### config.mk
export PLATFORM = sky130hd
export DESIGN_NAME = partition_sched_flat
export DESIGN_NICKNAME = d
export VERILOG_FILES = /design/src/rtl/partition_sched_pkg.sv /design/src/rtl/partition_sched_if.sv /design/src/rtl/partition_sched_rr_arb.sv /design/src/rtl/partition_sched.sv /design/src/flat_wrapper.sv
export SDC_FILE = /design/constraint.sdc
export NUM_CORES = 1
export LEC_CHECK = 0
export CAP_MARGIN = 20
export CORE_UTILIZATION = 50
export DETAILED_ROUTE_END_ITERATION = 10
export PLACE_DENSITY = 0.84
export SETUP_SLACK_MARGIN = 0.2
export SLEW_MARGIN = 20
export SYNTH_ARGS = -nofsm -noshare
export SYNTH_HDL_FRONTEND = slang
export SYNTH_SLANG_ARGS = --single-unit
export TNS_END_PERCENT = 50
### constraint.sdc
create_clock -name user_clk -period 8.1 [get_ports user_clk]
set_clock_uncertainty 0.05 [all_clocks]
set_input_delay 1.62 -clock user_clk [delete_from_list [all_inputs] [get_ports user_clk]]
set_output_delay 1.62 -clock user_clk [all_outputs]
set_load 0.01 [all_outputs]
### src/rtl/partition_sched_pkg.sv
// Shared types and helpers for the partition scheduler: FSM state encoding,
// default geometry of the info FIFO word and a one-hot to index converter.
package partition_sched_pkg;

    typedef enum logic [1:0] {
        S_RUN   = 2'd0,
        S_DRAIN = 2'd1,
        S_DONE  = 2'd2
    } state_e;

    localparam int MAX_ENG        = 16;
    localparam int DEF_NUM_ENG    = 4;
    localparam int DEF_LEN_WIDTH  = 16;
    localparam int DEF_ID_WIDTH   = 8;
    localparam int DEF_INFO_WIDTH = 32;
    localparam int DEF_CNT_WIDTH  = 16;

    // Info word layout: len at the bottom, id directly above it, last in the MSB.
    localparam int LEN_LSB = 0;

    function automatic logic [3:0] oh_to_idx(input logic [MAX_ENG-1:0] oh);
        oh_to_idx = '0;
        for (int i = 0; i < MAX_ENG; i++) begin
            if (oh[i]) oh_to_idx = 4'(i);
        end
    endfunction

endpackage

### src/rtl/partition_sched_if.sv
// Bundle of the scheduler's FIFO, engine, batch-handshake and status signals.
// The slave modport is the scheduler's view; master is the surrounding system.
interface partition_sched_if #(
    parameter int NUM_ENG    = 4,
    parameter int LEN_WIDTH  = 16,
    parameter int ID_WIDTH   = 8,
    parameter int INFO_WIDTH = 32,
    parameter int CNT_WIDTH  = 16
);
    logic [INFO_WIDTH-1:0]         info_fifo_dout;
    logic                          info_fifo_empty;
    logic                          info_fifo_rd_en;
    logic [NUM_ENG-1:0]            eng_start;
    logic [NUM_ENG*ID_WIDTH-1:0]   eng_id;
    logic [NUM_ENG*LEN_WIDTH-1:0]  eng_len;
    logic [NUM_ENG-1:0]            eng_done;
    logic                          paritition_done;
    logic                          process_done;
    logic [CNT_WIDTH-1:0]          batch_parts;
    logic                          sched_err;

    modport slave (
        input  info_fifo_dout, info_fifo_empty, eng_done, paritition_done,
        output info_fifo_rd_en, eng_start, eng_id, eng_len, process_done,
               batch_parts, sched_err
    );

    modport master (
        output info_fifo_dout, info_fifo_empty, eng_done, paritition_done,
        input  info_fifo_rd_en, eng_start, eng_id, eng_len, process_done,
               batch_parts, sched_err
    );
endinterface

### src/rtl/partition_sched_rr_arb.sv
// Combinational round-robin arbiter: grants the first requester at or after
// ptr_i, wrapping around; the pointer itself lives in the caller.
module partition_sched_rr_arb #(
    parameter int NUM_ENG = 4,
    parameter int PTR_W   = (NUM_ENG > 1) ? $clog2(NUM_ENG) : 1
) (
    input  logic [NUM_ENG-1:0] req_i,
    input  logic [PTR_W-1:0]   ptr_i,
    output logic [NUM_ENG-1:0] grant_o,
    output logic               grant_vld_o
);

    always_comb begin
        int  idx;
        logic found;
        // NOTE: combinational blocks use blocking assignments and give every
        // output a default first, so no path leaves a value unassigned (no latch).
        grant_o     = '0;
        grant_vld_o = 1'b0;
        found       = 1'b0;
        idx         = 0;
        for (int i = 0; i < NUM_ENG; i++) begin
            idx = int'(ptr_i) + i;
            if (idx >= NUM_ENG) idx = idx - NUM_ENG;
            if (!found && req_i[idx]) begin
                grant_o[idx] = 1'b1;
                found        = 1'b1;
            end
        end
        grant_vld_o = found;
    end

endmodule

### src/rtl/partition_sched.sv
// Pops partition descriptors from the info FIFO, dispatches them round-robin
// to idle engines and closes each batch with the partition block.
module partition_sched
    import partition_sched_pkg::*;
#(
    parameter int NUM_ENG    = DEF_NUM_ENG,
    parameter int LEN_WIDTH  = DEF_LEN_WIDTH,
    parameter int ID_WIDTH   = DEF_ID_WIDTH,
    parameter int INFO_WIDTH = DEF_INFO_WIDTH,
    parameter int CNT_WIDTH  = DEF_CNT_WIDTH
) (
    input logic              user_clk,
    input logic              user_rst,
    partition_sched_if.slave bus
);

    localparam int PTR_W = (NUM_ENG > 1) ? $clog2(NUM_ENG) : 1;

    state_e                       state_q, state_d;
    logic [NUM_ENG-1:0]           busy_q, busy_d;
    logic [PTR_W-1:0]             rr_ptr_q, rr_ptr_d;
    logic                         pdone_seen_q, pdone_seen_d;
    logic [CNT_WIDTH-1:0]         batch_parts_q, batch_parts_d;
    logic                         sched_err_q, sched_err_d;
    logic [NUM_ENG-1:0]           eng_start_q, eng_start_d;
    logic [NUM_ENG*ID_WIDTH-1:0]  eng_id_q, eng_id_d;
    logic [NUM_ENG*LEN_WIDTH-1:0] eng_len_q, eng_len_d;

    logic [LEN_WIDTH-1:0] head_len;
    logic [ID_WIDTH-1:0]  head_id;
    logic                 head_last;
    logic                 head_zero;

    logic [NUM_ENG-1:0]   grant;
    logic                 grant_vld;
    logic [PTR_W-1:0]     grant_idx;

    logic                 pop;
    logic                 dispatch;
    logic                 process_done;

    assign head_len  = bus.info_fifo_dout[LEN_LSB +: LEN_WIDTH];
    assign head_id   = bus.info_fifo_dout[LEN_WIDTH +: ID_WIDTH];
    assign head_last = bus.info_fifo_dout[INFO_WIDTH-1];
    assign head_zero = (head_len == '0);

    partition_sched_rr_arb #(
        .NUM_ENG (NUM_ENG),
        .PTR_W   (PTR_W)
    ) u_rr_arb (
        .req_i       (~busy_q),
        .ptr_i       (rr_ptr_q),
        .grant_o     (grant),
        .grant_vld_o (grant_vld)
    );

    assign grant_idx = PTR_W'(oh_to_idx(MAX_ENG'(grant)));

    // State register.
    always_ff @(posedge user_clk) begin
        if (user_rst) state_q <= S_RUN;
        else          state_q <= state_d;
    end

    // Next-state logic.
    always_comb begin
        state_d = state_q;
        unique case (state_q)
            S_RUN:   if (pop && head_last)                  state_d = S_DRAIN;
            S_DRAIN: if (busy_q == '0 && pdone_seen_q)      state_d = S_DONE;
            S_DONE:  if (!bus.paritition_done)              state_d = S_RUN;
            default:                                        state_d = S_RUN;
        endcase
    end

    // Outputs decoded from state. A zero-length head is consumed even with
    // every engine busy; it is counted but never reaches an engine.
    always_comb begin
        pop          = 1'b0;
        dispatch     = 1'b0;
        process_done = 1'b0;
        unique case (state_q)
            S_RUN: begin
                pop      = !user_rst && !bus.info_fifo_empty && (head_zero || grant_vld);
                dispatch = pop && !head_zero;
            end
            S_DONE:  process_done = 1'b1;
            default: ;
        endcase
    end

    // Datapath next state: engine tracking, dispatch registers, batch bookkeeping.
    always_comb begin
        busy_d      = (busy_q & ~bus.eng_done) | (dispatch ? grant : '0);
        sched_err_d = sched_err_q | (|(bus.eng_done & ~busy_q));
        rr_ptr_d    = rr_ptr_q;
        eng_start_d = '0;
        eng_id_d    = eng_id_q;
        eng_len_d   = eng_len_q;
        if (dispatch) begin
            rr_ptr_d    = (grant_idx == PTR_W'(NUM_ENG - 1)) ? '0 : grant_idx + 1'b1;
            eng_start_d = grant;
            eng_id_d[int'(grant_idx)*ID_WIDTH +: ID_WIDTH]    = head_id;
            eng_len_d[int'(grant_idx)*LEN_WIDTH +: LEN_WIDTH] = head_len;
        end

        pdone_seen_d  = pdone_seen_q;
        batch_parts_d = batch_parts_q;
        if (state_q == S_DONE) begin
            if (!bus.paritition_done) begin
                pdone_seen_d  = 1'b0;
                batch_parts_d = '0;
            end
        end else begin
            if (bus.paritition_done) pdone_seen_d = 1'b1;
            if (pop && batch_parts_q != '1) batch_parts_d = batch_parts_q + 1'b1;
        end
    end

    always_ff @(posedge user_clk) begin
        // NOTE: every register here, including the per-engine id/len holding
        // registers, is reset so all outputs read 0 straight out of reset.
        if (user_rst) begin
            busy_q        <= '0;
            rr_ptr_q      <= '0;
            pdone_seen_q  <= 1'b0;
            batch_parts_q <= '0;
            sched_err_q   <= 1'b0;
            eng_start_q   <= '0;
            eng_id_q      <= '0;
            eng_len_q     <= '0;
        end else begin
            busy_q        <= busy_d;
            rr_ptr_q      <= rr_ptr_d;
            pdone_seen_q  <= pdone_seen_d;
            batch_parts_q <= batch_parts_d;
            sched_err_q   <= sched_err_d;
            eng_start_q   <= eng_start_d;
            eng_id_q      <= eng_id_d;
            eng_len_q     <= eng_len_d;
        end
    end

    assign bus.info_fifo_rd_en = pop;
    assign bus.eng_start       = eng_start_q;
    assign bus.eng_id          = eng_id_q;
    assign bus.eng_len         = eng_len_q;
    assign bus.process_done    = process_done;
    assign bus.batch_parts     = batch_parts_q;
    assign bus.sched_err       = sched_err_q;

endmodule
### src/flat_wrapper.sv
// flat-port wrapper written by rule: the top's interface ports become plain ports
module partition_sched_flat import partition_sched_pkg::*;
#(
    parameter int NUM_ENG    = DEF_NUM_ENG,
    parameter int LEN_WIDTH  = DEF_LEN_WIDTH,
    parameter int ID_WIDTH   = DEF_ID_WIDTH,
    parameter int INFO_WIDTH = DEF_INFO_WIDTH,
    parameter int CNT_WIDTH  = DEF_CNT_WIDTH
)
  (user_clk, user_rst, bus_info_fifo_dout, bus_info_fifo_empty, bus_eng_done, bus_paritition_done, bus_info_fifo_rd_en, bus_eng_start, bus_eng_id, bus_eng_len, bus_process_done, bus_batch_parts, bus_sched_err);
  partition_sched_if #(.NUM_ENG(NUM_ENG), .LEN_WIDTH(LEN_WIDTH), .ID_WIDTH(ID_WIDTH), .INFO_WIDTH(INFO_WIDTH), .CNT_WIDTH(CNT_WIDTH)) bus_i ();
  input logic user_clk;
  input logic user_rst;
  input wire logic [$bits(bus_i.info_fifo_dout)-1:0] bus_info_fifo_dout;
  input wire logic [$bits(bus_i.info_fifo_empty)-1:0] bus_info_fifo_empty;
  input wire logic [$bits(bus_i.eng_done)-1:0] bus_eng_done;
  input wire logic [$bits(bus_i.paritition_done)-1:0] bus_paritition_done;
  output wire logic [$bits(bus_i.info_fifo_rd_en)-1:0] bus_info_fifo_rd_en;
  output wire logic [$bits(bus_i.eng_start)-1:0] bus_eng_start;
  output wire logic [$bits(bus_i.eng_id)-1:0] bus_eng_id;
  output wire logic [$bits(bus_i.eng_len)-1:0] bus_eng_len;
  output wire logic [$bits(bus_i.process_done)-1:0] bus_process_done;
  output wire logic [$bits(bus_i.batch_parts)-1:0] bus_batch_parts;
  output wire logic [$bits(bus_i.sched_err)-1:0] bus_sched_err;
  assign bus_i.info_fifo_dout = bus_info_fifo_dout;
  assign bus_i.info_fifo_empty = bus_info_fifo_empty;
  assign bus_i.eng_done = bus_eng_done;
  assign bus_i.paritition_done = bus_paritition_done;
  assign bus_info_fifo_rd_en = bus_i.info_fifo_rd_en;
  assign bus_eng_start = bus_i.eng_start;
  assign bus_eng_id = bus_i.eng_id;
  assign bus_eng_len = bus_i.eng_len;
  assign bus_process_done = bus_i.process_done;
  assign bus_batch_parts = bus_i.batch_parts;
  assign bus_sched_err = bus_i.sched_err;
  partition_sched #(.NUM_ENG(NUM_ENG), .LEN_WIDTH(LEN_WIDTH), .ID_WIDTH(ID_WIDTH), .INFO_WIDTH(INFO_WIDTH), .CNT_WIDTH(CNT_WIDTH)) u_core (.user_clk(user_clk), .user_rst(user_rst), .bus(bus_i));
endmodule
## Word level (Yosys, flattened, before mapping)

Cells that the tools add are included.

| storage, ports and cells | value |
|---|---|
| word-level logic and storage cells | 133 |
| flip-flop bits (word level) | 126 |
| memories kept | 0 |
| ROM bits | 0 |
| latch bits | 0 |
| memory bits (writable) | 0 |
| output and inout port bits | 119 |

| cells by class | value |
|---|---|
| muxes and demuxes | 52 |
| equality and inequality tests | 7 |
| bitwise logic cells | 9 |
| shifts and indexed selects | 4 |
| add/sub/neg operators | 11 |
| reductions and logical operators | 29 |
| magnitude comparators | 12 |
| multipliers | 0 |
| divide/modulo/power cells | 0 |

Operator list:

| cell | count |
|---|---|
| $ge A32 B1 Y1 const B | 4 |
| $lt A32 B4 Y1 const B | 4 |
| $mux W32 | 4 |
| $bwmux W64 | 1 |
| $shift A16 B33 Y64 const A | 1 |
| $shiftx A16 B33 Y64 | 1 |
| $mux W16 | 3 |
| $neg A5 Y33 | 1 |
| $neg A6 Y33 | 1 |
| $shift A8 B33 Y32 const A | 1 |
| $shiftx A8 B33 Y32 | 1 |
| $bwmux W32 | 1 |
| $mux W1 | 23 |
| $mux W4 | 5 |
| $add A16 B1 Y16 const B | 1 |
| $logic_not A16 Y1 | 1 |
| $ne A16 B16 Y1 const B | 1 |
| $or A4 B4 Y4 | 4 |
| $logic_and A1 B1 Y1 | 13 |
| $mux W2 | 6 |
| $sub A3 B3 Y4 const B | 3 |
| $ge A3 B3 Y1 const B | 3 |
| $and A4 B4 Y4 | 2 |
| $bmux W1 S2 | 4 |
| other kinds (21) | 35 |

## Longest topological paths before layout

| logic depth | value |
|---|---|
| depth in word-level cells | 21 |
| mapped depth | 17 |

## By module

Synthesis repeated with hierarchy kept, for this count alone.

| unflattened totals | value |
|---|---|
| cells, all modules | 677 |
| area, all modules | 5534.1 µm² |

By module, submodules not included:

| module | area each (µm²) | seq. area each (µm²) | cells an instance | instances |
|---|---|---|---|---|
| partition_sched | 5076.1 | 2522.4 | 618 | 1 |
| partition_sched_rr_arb | 457.9 | 0.0 | 59 | 1 |

## Least setup slack after synthesis

OpenSTA, ideal clock, no wires.

| path | value |
|---|---|
| path kind | register to register |
| from | register u_core.rr_ptr_q[0] |
| to | register u_core.eng_id_q[10], in the netlist u_core.bus.eng_id[10] |
| library setup time | 61 ps |
| cell stages (with the launch flop) | 18 |
| period minus slack after synthesis | 4492 ps |
| setup slack | 3608 ps |
| arrival | 4381 ps |
| buffers on the path | 5 |
| cell sequence | dfxtp_1 -> buf_2 -> inv_1 -> ha_1 -> mux2_2 -> mux2_4 -> a211oi_2 -> a2bb2oi_4 -> a21o_1 -> buf_4 -> buf_6 -> inv_1 -> ha_1 -> nor3b_1 -> and3_1 -> clkbuf_1 -> clkbuf_1 -> a32o_1 |

| between the ends | value |
|---|---|
| longest elaborated chain between the ends | 21 |
| elaborated cells on any way between the ends | 75 |

RTL lines:

| element | line | source |
|---|---|---|
| start, declared | partition_sched.sv:21 | `logic [PTR_W-1:0] rr_ptr_q, rr_ptr_d;` |
| start signal, assigned | partition_sched.sv:134 | `rr_ptr_q <= rr_ptr_d;` |
| parallel branches: the longest is 21 deep, another holds $ge A32 B1 Y1 | - |  |
| end signal, assigned | partition_sched.sv:139 | `eng_id_q <= eng_id_d;` |
| end, declared | partition_sched.sv:26 | `logic [NUM_ENG*ID_WIDTH-1:0] eng_id_q, eng_id_d;` |

Parallel ways; which one is timed is not known. The select of a mux whose other input is x is not followed.
A chain may end at the register's enable or synchronous reset.

## Worst setup path after layout

| path | value |
|---|---|
| from | input bus_info_fifo_dout[13] |
| to | output bus_info_fifo_rd_en |

| between the ends | value |
|---|---|
| longest elaborated chain between the ends | 4 |

RTL lines:

| element | line | source |
|---|---|---|
| start, declared | flat_wrapper.sv:14 | `input wire logic [$bits(bus_i.info_fifo_dout)-1:0] bus_info_fifo_dout;` |
| $logic_not A16 Y1 | partition_sched.sv:45 | `assign head_zero = (head_len == '0);` |
| $logic_or A1 B1 Y1 | partition_sched.sv:84 | `pop = !user_rst && !bus.info_fifo_empty && (head_zero \|\| grant_vld);` |
| $logic_and A1 B1 Y1 | partition_sched.sv:84 |  |
| $mux W1 | partition_sched.sv:82 | `unique case (state_q)` |
| end, declared | flat_wrapper.sv:18 | `output wire logic [$bits(bus_i.info_fifo_rd_en)-1:0] bus_info_fifo_rd_en;` |

No other way between the ends.

==> impl_results.md <==
- Antenna violations before repair: 0
- Cell repeated most along the worst path: clkdlybuf4s50_1
- WP data required: between 6000 and 7000 ps
- Hold WS: about 430 ps
- Syn Nets: between 500 and 600
- Final instance area: around 7600 um2
- Routed WL per cell: between 15 and 20 um
- Clock Latency Late Sink: between 500 and 600 ps
- Worst path max stage delay: 550 ps
- Congestion Overflow GR: 0
- Via density per instance: around 5.8
- Critical path endpoint category: output port
- Commonest non-fill, non-tap cell in the layout: clkdlybuf4s50_1
- Kind of critical path: in -> out
- Buf/Inv on CP: 3
- CTS clk-pin slew, worst paths: 70 ps
- Pwr dens: 301 nW/um2
- Initial DRC count: between 200 and 300
- Fin. max-slew vios: 0
- Setup-failing EPs final: 0
- Global-route wire length before repair: 24.7 mm
- # DRC: 0
- Diodes inserted: 0
- Die X: roughly 110 um
- Placed cell count: between 700 and 800
- Most frequent cells in the layout: clkdlybuf4s50_1, dfxtp_1, nand2_1, nand2b_1
- Status: finished clean
- Synth Flop Type: dfxtp_1
- Synth top area share: approximately 47%
- Final hold vios: 0
- Setup bufs post-CTS: 0
- Max VDD drop: approximately 0.18 mV
- Nets: 724
- GP Congestion: 0.830
- Cells after synthesis: around 530
- Num CTS Buffers: 17
- Final cell count without fillers: a little over 800
- DIE AREA: about 11000 um2
- Fraction of registers with async set/reset: 0%
- Num ports: roughly 160
- Clk buf depth: 2
- CTS Hold Bufs: 0
- PostCTS Resize Cnt: 0
- Core area: around 10000 um2
- Chip height: 106 um
- DR pass1 iterations: 5
- Fin crit share: a little over two thirds
- Number of synthesized flops with an enable pin: 0
- # port buffers: 151
- Gr usage total: between 20% and 30%
- Initial Utilization: between 50% and 60%
- Worst Hold Class: reg -> reg
- Num Clock Sinks: approximately 130
- Tmin final: 5680 ps
- Mapped cell area: roughly 5400 um2
- Synth cell types: 53
- Final worst setup slack: ~2400 ps
- Vias: around 4700
- Placed cell area: 6960 um2
- Avg Cell Area, Syn: 10.2 um2
- Yosys top cell by area: dfxtp_1
- Pre-CTS setup slack: ~2300 ps
- RSZ-0062 raised after global routing: false
- Detailed Route WL: 15.4 mm
- Main area contributors after synthesis: dfxtp_1, a32o_1, mux2i_1
- Final HPWL DP: 10.4 mm
- WP data arrival: between 4000 and 5000 ps
- Antenna-violating nets left: 0
- # rows: 37
- Max-cap viol count: 0
- Number of synthesized register bits: about 130
- P&R area growth vs syn: 40.2%
- CTS tree: done
- Leakage: 0.00274 uW
- Vias in the first global route: approximately 4800
- Fmax: approximately 0.18 GHz
- Startpoint Class: primary input
- Crit Path Max Fanout: 11
- Seq/Total Area, Yosys: about 47%
- Largest net degree at the start of global routing: between 60 and 70
- Layout cells sized above 1: about a tenth
- Slowest-stage cell, CP: clkdlybuf4s50_1
- Clock root buffer master: clkbuf_8
- Actual slew at the worst max-slew pin: around 1000 ps
- Synth Warn #: 0
- H-tree Lvls: 4
- Cells along the critical path: clkdlybuf4s50_1 -> nor4_1 -> and4_1 -> o21ai_1 -> inv_1 -> clkdlybuf4s50_1
- Setup TNS: 0 ps
- Delay-heaviest family, CP: buffers and inverters
- Max-slew headroom: about a third
-- registers in the layout, indices dropped and copies added (netlist names) --
register,flops
u_core.bus.batch_parts,16
u_core.bus.eng_id,32
u_core.bus.eng_len,64
u_core.bus.eng_start,4
u_core.bus.sched_err,1
u_core.busy_q,4
u_core.pdone_seen_q,1
u_core.rr_ptr_q,2
u_core.state_q,2
-- report_power, final --
part | switching (uW) | internal (uW)
Combinational | 437 | 326
Clock | 334 | 430
Sequential | 64.4 | 689
Total | 835 | 1440
-- cells by family after synthesis --
| family | after synthesis | share of synthesized area, % |
|---|---|---|
| simple gates | 167 | 16.4 |
| flops | 126 | 46.7 |
| compound gates | 113 | 17.3 |
| mux | 53 | 10.8 |
| buf+inv | 49 | 4.24 |
| fa+ha+maj | 13 | 3.01 |
| xor+xnor | 10 | 1.62 |
-- worst register-to-register path: stages, from the launching register on --
cell	delay [ps]
dfxtp_1	710
inv_1	300
ha_1	460
mux2_2	400
mux2_4	320
a211oi_2	260
a2bb2oi_4	310
a21o_1	820
inv_1	130
ha_1	350
nor3b_2	180
and3_1	830
a32o_1	300
-- through the flow --
step | util [%] | power [uW]
detailed placement | 66.8 | 1510
finish | 72.7 | 2280
global route | 72.7 | 2390
CTS | 72.6 | 2280
floorplan | - | 1260
global placement | 66.8 | 1480
-- cell type report --
cell class	count	area, um2
Fill cell	733	2840
Multi-Input combinational cell	356	2680
Sequential cell	126	2520
Timing Repair Buffer	156	1550
Clock buffer	17	414
Clock inverter	15	188
Tap cell	136	170
Inverter	14	52.6
-- Yosys cell counts (all sizes together), types with 3 or more instances --
cell       n
dfxtp    126
a32o      24
or3        4
inv       14
nand3     14
o22ai      3
buf       13
a22o      24
nand2b    29
a211oi     9
and3       4
a21oi     20
nand4      5
nand2     43
nor3       3
a21o       3
a2111oi    3
nor2b     24
nor3b      3
mux2      28
nor2      24
clkbuf    22
xnor2     10
mux2i     24
o21ai     12
nor4       6
and4       3
ha        13
-- layer usage --
metal  part of all wire (%)  vias to the layer above  track usage [%]
met5                      0                        -                0
met4                    1.4                        0             11.6
met3                     10                       24             10.8
met2                     48                      231             44.9
met1                     40                     2277             33.9
li1                       -                     2205                -
-- worst paths after layout --
path	to	startpoint	slack, ps	cells after the start
min reg2reg	u_core.bus.eng_len[25]	u_core.bus.eng_len[25]	430	1
max	bus_info_fifo_rd_en	bus_info_fifo_dout[13]	2420	6
min	u_core.bus.eng_len[25]	u_core.bus.eng_len[25]	430	1
max reg2reg	u_core.bus.eng_len[16]	u_core.rr_ptr_q[0]	2600	12
Power figures use the tool's default switching activity.
